--- config.mk ---
export PLATFORM = sky130hd
export DESIGN_NAME = i2c_arbiter
export DESIGN_NICKNAME = d
export VERILOG_FILES = /design/src/rtl/i2c_arbiter.sv
export SDC_FILE = /design/constraint.sdc
export NUM_CORES = 1
export LEC_CHECK = 0
export BUFFER_PORTS_ARGS = -buffer_cell sky130_fd_sc_hd__buf_2
export CAP_MARGIN = 20
export CORE_MARGIN = 4
export CORE_UTILIZATION = 47
export CTS_BUF_LIST = sky130_fd_sc_hd__clkbuf_4
export DETAILED_ROUTE_END_ITERATION = 8
export PLACE_DENSITY = 0.88
export SLEW_MARGIN = 15
export SYNTH_ARGS = -nofsm -noshare
export SYNTH_HDL_FRONTEND = slang
export SYNTH_SLANG_ARGS = --single-unit
--- constraint.sdc ---
create_clock -name clk -period 2 [get_ports clk]
set_input_delay 0.1 -clock clk [delete_from_list [all_inputs] [get_ports clk]]
set_output_delay 0.1 -clock clk [all_outputs]
set_load 0.02 [all_outputs]
--- src/rtl/i2c_arbiter.sv ---
// -----------------------------------------------------------------------------
// i2c_arbiter
//
// Shares one I2C register-access driver between two requesters. A request is
// granted from IDLE, its read/write select, word address and write byte are
// latched toward the driver, the driver is started with a one-cycle exec pulse,
// and the arbiter waits for the driver's done pulse. The granted requester then
// gets a one-cycle done pulse, with the read byte on data_r. When both
// requesters ask at once, the one not served last wins. After reset,
// requester 0 wins.
//
// Optional build macro:
//   I2C_ARB_TIMEOUT_EN - adds a WAIT-state watchdog. After TIMEOUT_CYC cycles
//                        in WAIT without i2c_done, the transaction completes
//                        with err set and data_r = 8'hFF. Without the macro,
//                        err is tied to zero and WAIT never times out.
//
// Ports
//   clk         in   1   single clock, rising edge
//   rst         in   1   synchronous active-high reset
//   req         in   2   per-requester request level (bit n = requester n)
//   rh_wl       in   2   per-requester read(1)/write(0)
//   addr        in  32   per-requester word address, [16n+15:16n]
//   data_w      in  16   per-requester write byte, [8n+7:8n]
//   done        out  2   one-cycle completion pulse to the granted requester
//   err         out  2   abort flag, qualified by done
//   data_r      out  8   last read byte (held across writes)
//   i2c_exec    out  1   one-cycle start pulse to the driver
//   i2c_rh_wl   out  1   latched read/write select
//   i2c_addr    out 16   latched word address
//   i2c_data_w  out  8   latched write byte
//   i2c_data_r  in   8   read byte from the driver, valid with i2c_done
//   i2c_done    in   1   driver completion pulse
// -----------------------------------------------------------------------------
module i2c_arbiter #(
   parameter logic [19:0] TIMEOUT_CYC = 20'd500_000
) (
   input  logic        clk,
   input  logic        rst,
   input  logic [1:0]  req,
   input  logic [1:0]  rh_wl,
   input  logic [31:0] addr,
   input  logic [15:0] data_w,
   output logic [1:0]  done,
   output logic [1:0]  err,
   output logic [7:0]  data_r,
   output logic        i2c_exec,
   output logic        i2c_rh_wl,
   output logic [15:0] i2c_addr,
   output logic [7:0]  i2c_data_w,
   input  logic [7:0]  i2c_data_r,
   input  logic        i2c_done
);

   typedef enum logic [1:0] {
      IDLE = 2'd0,
      EXEC = 2'd1,
      WAIT = 2'd2,
      RESP = 2'd3
   } state_t;

   state_t      state_reg, state_next;
   logic        grant_reg, grant_next;
   logic        last_reg;
   logic        rh_wl_reg;
   logic [15:0] addr_reg;
   logic [7:0]  data_w_reg;
   logic [7:0]  data_r_reg;
   logic        timeout_hit;

   // Per-requester views of the packed request buses.
   logic [15:0] addr_arr   [2];
   logic [7:0]  data_w_arr [2];

   generate
      for (genvar gi = 0; gi < 2; gi++) begin : g_req_view
         assign addr_arr[gi]   = addr[16*gi +: 16];
         assign data_w_arr[gi] = data_w[8*gi +: 8];
      end
   endgenerate

`ifdef I2C_ARB_TIMEOUT_EN
   // Counts WAIT cycles. Cleared in EXEC, so it starts at zero on WAIT entry.
   logic [19:0] wait_cnt_reg;
   logic        err_reg;

   assign timeout_hit = (state_reg == WAIT) && (wait_cnt_reg == TIMEOUT_CYC - 20'd1);

   always_ff @(posedge clk) begin
      if (rst) begin
         wait_cnt_reg <= '0;
      end else if (state_reg == EXEC) begin
         wait_cnt_reg <= '0;
      end else if (state_reg == WAIT) begin
         wait_cnt_reg <= wait_cnt_reg + 20'd1;
      end
   end

   always_ff @(posedge clk) begin
      if (rst) begin
         err_reg <= 1'b0;
      end else if (state_reg == EXEC) begin
         err_reg <= 1'b0;
      end else if (state_reg == WAIT && !i2c_done && timeout_hit) begin
         // A driver done in the same cycle as the timeout wins.
         err_reg <= 1'b1;
      end
   end

   assign err = done & {2{err_reg}};
`else
   // The timeout value has no hardware in this build.
   if (TIMEOUT_CYC == 20'd0) begin : g_no_timeout
   end

   assign timeout_hit = 1'b0;
   assign err         = 2'b00;
`endif

   // Next-state and grant selection.
   always_comb begin
      state_next = state_reg;
      grant_next = grant_reg;
      case (state_reg)
         IDLE: begin
            if (req != 2'b00) begin
               // Both asking: the one not served last. One asking: that one.
               grant_next = (req == 2'b11) ? ~last_reg : req[1];
               state_next = EXEC;
            end
         end
         EXEC: state_next = WAIT;
         WAIT: begin
            if (i2c_done || timeout_hit) begin
               state_next = RESP;
            end
         end
         RESP:    state_next = IDLE;
         default: state_next = IDLE;
      endcase
   end

   always_ff @(posedge clk) begin
      if (rst) begin
         state_reg  <= IDLE;
         grant_reg  <= 1'b0;
         last_reg   <= 1'b1;
         rh_wl_reg  <= 1'b0;
         addr_reg   <= '0;
         data_w_reg <= '0;
         data_r_reg <= '0;
      end else begin
         state_reg <= state_next;
         grant_reg <= grant_next;

         if (state_reg == IDLE && req != 2'b00) begin
            rh_wl_reg  <= rh_wl[grant_next];
            addr_reg   <= addr_arr[grant_next];
            data_w_reg <= data_w_arr[grant_next];
         end

         if (state_reg == WAIT) begin
            if (i2c_done) begin
               // Writes leave the previous read byte in place.
               if (rh_wl_reg) begin
                  data_r_reg <= i2c_data_r;
               end
            end else if (timeout_hit) begin
               data_r_reg <= 8'hFF;
            end
         end

         if (state_reg == RESP) begin
            last_reg <= grant_reg;
         end
      end
   end

   assign done       = (state_reg == RESP) ? (grant_reg ? 2'b10 : 2'b01) : 2'b00;
   assign data_r     = data_r_reg;
   assign i2c_exec   = (state_reg == EXEC);
   assign i2c_rh_wl  = rh_wl_reg;
   assign i2c_addr   = addr_reg;
   assign i2c_data_w = data_w_reg;

endmodule

### After elaboration in Yosys (flattened, before gate mapping)

Cells that the tools add are included.

* register bits after elaboration: 37
* output and inout bits: 38

* $lt $le $gt $ge: 2
* eq/ne operators: 6
* mux-type cells: 16
* bitwise logic cells: 2
* reduce and logical (&&, ||, !) cells: 5

Operators with widths (number)
* 2-to-1 mux 16 bit: 3
* 2-to-1 mux 8 bit: 3
* 2-to-1 mux 2 bit: 4
* case mux 2 bit (4 select lines): 1
* equality test 2 bit, second input constant: 3
* 2-to-1 mux 1 bit: 5
* AND reduction 3 bit: 1
* equality test 2 x 1 -> 1 bit, second input constant: 1
* >= comparator 2 bit, second input constant: 1
* logical NOT 2 bit: 1
* < comparator 1 x 2 -> 1 bit, second input constant: 1
* inequality test 2 x 1 -> 1 bit, second input constant: 1
* inequality test 2 bit, second input constant: 1
* NOT 1 -> 2 bit: 1
* AND reduction 2 bit: 1
* nonzero test 2 bit: 1
* logical AND 1 bit: 1
* NOT 1 bit: 1

### Logic depth before layout (Yosys ltp)

Gate-level depths: netlist (run 1).

* word-level depth: 8
* gate-level depth with buffers: 7

### Worst setup path before layout (run 1)

OpenSTA, ideal clock, no wires.

* path type: reg2reg
* from: register state_reg[0]
* to: register rh_wl_reg (netlist: i2c_rh_wl)
* arrival: 1.401 ns
* setup slack: 0.495 ns
* stages on the path, launching flop included: 8
* path buffers: 2
* cell sequence: dfxtp_1 -> inv_1 -> ha_1 -> o21a_1 -> buf_6 -> buf_2 -> nor2_1 -> a2111oi_2

* cells in the longest elaborated chain, start to end: 4

Ends and longest elaborated chain
* start: declaration: line 62 `state_t state_reg, state_next;`
* start signal: assignment: line 153 `state_reg <= state_next;`
* logical NOT 2 bit (*): line 124, 156
* 2-to-1 mux 1 bit: line 124 `case (state_reg)`
* 2-to-1 mux 1 bit (not written as such) (2 in a row): line 157 `rh_wl_reg <= rh_wl[grant_next];`
* end signal: assignment: line 157
* end: declaration: line 65 `logic rh_wl_reg;`

Every way passes the cells marked *; elsewhere a longest branch is shown, timed or not. The select of a mux whose other input is x is not followed.
A chain may end at the register's enable or synchronous reset.

### Worst setup path after layout (run 1)

* from: register state_reg[0]
* to: register data_w_reg[3] (netlist: i2c_data_w[3])

* cells in the longest elaborated chain, start to end: 6

Ends and longest elaborated chain
* logical NOT 2 bit (*): line 124, 156
* 2-to-1 mux 1 bit: line 124
* NOT 1 -> 2 bit (not written as such): line 159 `data_w_reg <= data_w_arr[grant_next];`
* 2-to-1 mux 8 bit (not written as such) (3 in a row): line 159
* end signal: assignment: line 159
* end: declaration: line 67 `logic [7:0] data_w_reg;`

Marked as above.

==> reports/metrics.yaml, run 1 <==
grt:
  grt_pass1_vias: 1989
  grt_max_degree: 29
  gr-total-overflow: 0
  grt_pass1_wl_um: 9030
  track_usage_pct: 21.5
  antenna_found_initial: 0
cts:
  clockBufferDepth: 2
  postCtsSetupRepairBufs: 0
  clk_pin_slew_ns: 0.11
  clockRootBuffer: "clkbuf_4"
  cts-resized-gates: 0
  worstSkewPairLatency_ns: 0.34
  clock_sinks: 37
  htree_levels: 2
  cts_tree: "built"
  numCtsBuffers: 5
worst_setup_path:
  worstReg2RegEnd: "i2c_data_w[3]"
  critPathMaxFanout: 25
  worstPathRequired_ns: 2.23
  crit_arrival_ns: 1.99
  reg2reg_slack_ns: 0.24
  critPathKind: "register to register"
  r2r_start: "state_reg[0]"
  endpoint_kind: "register"
  worstRegToRegCells: 5
  worstSetupStartpointType: "register"
  cp-endpoint: "i2c_data_w[3]"
  setup.worst_path.start: "state_reg[0]"
power:
  peakVddDrop_uv: 592
  power.density_mw_per_mm2: 1100
  p_total_mw: 3.00
  power_leakage_nw: 1.32
cells_and_area:
  largest_reg_flops: 16
  fillCellCount: 307
  drive_gt1_share_pct: 41.8
  antenna_cells: 0
  syn_to_final_growth_pct: 40.4
  nNetsFinal: 385
  final_common_cell: "buf_2"
  final_cell_mix: "buf_2 (98), dfxtp_1 (37), nor2_1 (36)"
yosys:
  ys_ff_latch: 37
  yosysSeqAreaShare_pct: 38.0
  synthesis.instances: 201
  synth_area_mm2: 0.00195
  synth_cell_types: 23
  yosys_warnings: 0
  synth_area_per_cell_um2: 9.69
placed_design:
  port_buffers: 98
  gp_congestion: 0.825
  dp_hpwl_um: 3790
drt:
  ant_nets: 0
  first_pass_iters: 4
  drtIter0Drc: 123
  wl_per_cell_um: 15.1
  viasPerCell: 5.41
  routed_wl_um: 5570
  drc_errors: 0
  vias: 1990
timing:
  hold_violations: 0
  finClkSkew_ns: 0.0128
  slew_violations: 0
  maxSlewHeadroom_pct: 56.4
  tightest_slew_ns: 0.653
  setup_viol: 0
  rsz0062_at_grt: "no"
  fmax_ghz: 0.567
  finalCritPeriodShare_pct: 88.2
  finalSetupTns_ns: 0
  period_needed_ns: 1.76
job:
  cap_viol_max_count: 0
floorplanning:
  core_mm2: 0.00400
  die-width_um: 72.4
  ios: 101
  dieHeight_um: 72.4
  num_rows: 23
  dieArea_mm2: 0.00524
  start_util_pct: 48.7
min_path:
  worstHoldStart: "addr[12]"
  holdCritPathClass: "input pin to register"
status:
  status: "finished, final reports clean"
[cells by family (layout without fill, tap and decap cells)]
group / count (synthesis) / count (layout) / share of synthesized area [%]
compound gates: 56 / 56 / 33.2
buf+inv: 52 / 168 / 12.3
simple gates: 41 / 41 / 8.42
flops: 37 / 37 / 38.0
mux: 9 / 9 / 4.63
fa+ha+maj: 5 / 5 / 3.21
other cells: 1 / 2 / 0.193
[metal layers]
layer | vias up | track usage, % | wire length (µm)
met5 | - | 0 | 0
met4 | 0 | 6.68 | 144
met3 | 15 | 5.68 | 431
met2 | 89 | 37.7 | 2800
met1 | 922 | 25.5 | 2190
li1 | 964 | - | -
[metrics by stage]
step                      hold slack, ns  setup WS (ns)  utilization, %  cell area [µm²]  std cells
after CTS                       0.000644          0.245            67.6             2700        365
after global routing             0.00238          0.111            68.3             2730        368
after floorplan                    0.238          0.495               -             1950        202
after detailed placement           0.344          0.281            60.4             2420        334
final                             0.0130          0.235            68.3             2730        368
after global placement             0.330          0.381            60.4             2420        334
[report_power, final]
part	internal [mW]	total (mW)	switching (mW)
Sequential	0.944	1.06	0.118
Combinational	0.566	1.54	0.975
Clock	0.148	0.397	0.250
Total	1.66	3.00	1.34
[worst max-delay path: stages (launching register included)]
cell	delay, ns
dfxtp_1	0.38
inv_1	0.10
ha_1	0.28
inv_2	0.36
a2111oi_0	0.14
a2111oi_1	0.39
[cells in the mapped netlist]
library cell | count | area (µm²)
o21a_1 | 1 | 7.51
a2111oi_2 | 19 | 285
nor3_1 | 1 | 5.00
nand3_1 | 1 | 5.00
mux2i_1 | 9 | 90.1
a211o_1 | 1 | 8.76
a22o_1 | 1 | 8.76
buf_6 | 3 | 33.8
nor2_1 | 36 | 135
o211a_4 | 1 | 17.5
dfxtp_1 | 37 | 741
conb_1 | 1 | 3.75
a2111oi_1 | 25 | 250
and2_1 | 1 | 6.26
buf_2 | 9 | 45.0
inv_2 | 2 | 7.51
inv_1 | 29 | 109
nand2b_1 | 2 | 12.5
ha_1 | 5 | 62.6
buf_4 | 3 | 22.5
a2111oi_0 | 6 | 52.6
a211oi_1 | 2 | 15.0
clkbuf_1 | 6 | 22.5
[final cells by class]
cell class	instances	area [µm²]	area share, %
multi-input cells	113	970	35.5
repair buffers	129	788	28.8
flip-flops and latches	37	741	27.1
inverters	31	116	4.26
well taps	50	62.6	2.29
clock buffers	6	45.0	1.65
clock inverters	2	10.0	0.366
[worst min-delay path by stage]
| stage | depth (start not counted) | endpoint |
|---|---|---|
| after CTS | 3 | i2c_addr[3] |
| after global routing | 3 | i2c_addr[5] |
| after floorplan | 2 | i2c_data_w[1] |
| after global placement | 3 | data_r[6] |
| final | 3 | i2c_addr[12] |
| after detailed placement | 3 | data_r[7] |
[what timing repair did]
action / in CTS / in global routing
endpoints found under the hold margin: 23 / 3
setup endpoints to repair: 0 / 0
hold buffers: 23 / 3
Note: power is estimated with default switching activity, not from simulation.
==> inputs of run 2 (changes only) <==
Settings changed: CORE_UTILIZATION 47 to 42, PLACE_DENSITY 0.88 to 0.83.
Clock period 2 ns to 1.6 ns, I/O delays scaled along.
==> run 2 against run 1 <==
Against the previous run:
- register-to-register slack got worse by 0.15 ns
- non-clock buffer count is 10 higher
- clock power rose by 20%
- setup slack got worse by 0.15 ns
- critical endpoint is now i2c_addr[15]
==> reports/metrics.yaml, run 2 (synthesized netlist as in run 1, its figures left out) <==
status:
  status: "finished, final reports clean"
floorplanning:
  num_rows: 24
  dieHeight_um: 76.1
  start_util_pct: 44.1
  core_mm2: 0.00441
  die-width_um: 76.1
  dieArea_mm2: 0.00579
  ios: 101
drt:
  drc_errors: 0
  ant_nets: 0
  wl_per_cell_um: 15.8
  viasPerCell: 5.42
  first_pass_iters: 4
  drtIter0Drc: 114
  vias: 2059
  routed_wl_um: 5990
placed_design:
  dp_hpwl_um: 3830
  port_buffers: 98
  dp_slack_ns: -0.0965
  gp_congestion: 0.731
timing:
  setup_viol: 0
  period_needed_ns: 1.52
  hold_violations: 0
  rsz0062_at_grt: "yes"
  slew_violations: 0
  finClkSkew_ns: 0.0107
  fin_hold_ws_ns: 0.166
  fin_ws_ns: 0.0810
  finalCritPeriodShare_pct: 94.9
  fmax_ghz: 0.658
worst_setup_path:
  cp_slowest_cell: "dfxtp_1"
  worstSetupStartpointType: "register"
  endpoint_kind: "register"
  path_cells: "inv_2, ha_4, inv_4, a2111oi_1, a2111oi_2"
  worstPathRequired_ns: 1.83
  crit_family: "compound AO/OA/AOI/OAI gates"
  path_buf_inv: 2
  crit_arrival_ns: 1.75
  critPathKind: "register to register"
  critPathMaxFanout: 25
  cpPeakStageDelay_ns: 0.41
cells_and_area:
  final_cell_mix: "buf_2 (98), dfxtp_1 (37), nor2_1 (36)"
  antenna_cells: 0
  syn_to_final_growth_pct: 49.0
  fillCellCount: 347
  nNetsFinal: 396
  final_common_cell: "buf_2"
  drive_gt1_share_pct: 43.0
  largest_reg_flops: 16
grt:
  track_usage_pct: 20.6
  antenna_found_initial: 0
  gr-total-overflow: 0
  grt_pass1_wl_um: 10100
  grt_pass1_vias: 2164
  grt_max_degree: 27
power:
  clockPowerShare_pct: 12.1
  power.density_mw_per_mm2: 1350
  intPower_mw: 2.18
  power.switching_mw: 1.74
  p_comb_share_pct: 53.8
  pwr-share-seq_pct: 34.0
  swShare_pct: 44.3
  peakVddDrop_uv: 777
  power_leakage_nw: 1.38
cts:
  numCtsBuffers: 5
  clk_pin_slew_ns: 0.11
  cts_tree: "built"
  clockRootBuffer: "clkbuf_4"
  worstSkewPairLatency_ns: 0.34
  clockBufferDepth: 2
  clock_sinks: 37
  htree_levels: 2
job:
  cap_viol_max_count: 0
min_path:
  holdCritPathClass: "input pin to register"
-- run 2: cell count changes in the layout (fill, tap and decap cells not counted), sizes merged --
cell / before / now
o211a: 1 / 2
buf: 103 / 106
clkinv: 2 / 1
dlygate4sd3: 26 / 33
-- run 2: path summary, 6_finish.rpt --
check,startpoint,to,slack [ns],cells past startpoint
worst max-delay path,state_reg[1],i2c_addr[15],0.08,5
worst min-delay path,rst,data_r[4],0.17,2
worst max register to register,state_reg[1],i2c_addr[15],0.08,5
worst min register to register,data_r[1],data_r[1],0.51,2
-- run 2: routing by layer --
metal | vias to the layer above | wire (µm) | GRT usage [%]
li1 | 983 | - | -
met1 | 967 | 2290 | 23.1
met2 | 88 | 3100 | 35.9
met3 | 21 | 362 | 5.56
met4 | 0 | 232 | 9.79
met5 | - | 0 | 0
-- run 2: power groups by stage --
stage / Sequential (mW) / Clock [mW] / Combinational (mW)
after floorplan: 1.60 / 0 / 1.15
after global placement: 1.34 / 0 / 1.89
after detailed placement: 1.34 / 0 / 1.93
after CTS: 1.32 / 0.489 / 2.03
after global routing: 1.36 / 0.539 / 2.31
final: 1.33 / 0.475 / 2.11
-- run 2: repair_timing --
action                                 4_1_cts  5_1_grt
setup endpoints to repair                   25       25
endpoints found under the hold margin       33        0
gates cloned                                 0        1
setup buffers                                0        0
gates resized for setup                      3        6
hold buffers                                33        0
-- run 2: cell type report --
class / count / area, µm² / area share [%]
Sequential cell: 37 / 741 / 25.5
Inverter: 31 / 119 / 4.10
Clock buffer: 6 / 45.0 / 1.55
Clock inverter: 1 / 3.75 / 0.129
Multi-Input combinational cell: 114 / 1010 / 34.8
Timing Repair Buffer: 139 / 918 / 31.7
Tap cell: 52 / 65.1 / 2.24
-- run 2: metrics by stage --
stage | instance area (µm²) | cells | TNS (ns) | utilization [%] | power [mW]
CTS | 2870 | 379 | 0 | 65.0 | 3.85
detailed placement | 2480 | 339 | -1.11 | 56.2 | 3.28
finish | 2900 | 380 | 0 | 65.7 | 3.91
floorplan | 1950 | 202 | 0 | - | 2.75
global route | 2900 | 380 | -0.0358 | 65.7 | 4.21
global placement | 2480 | 339 | -0.0389 | 56.2 | 3.22
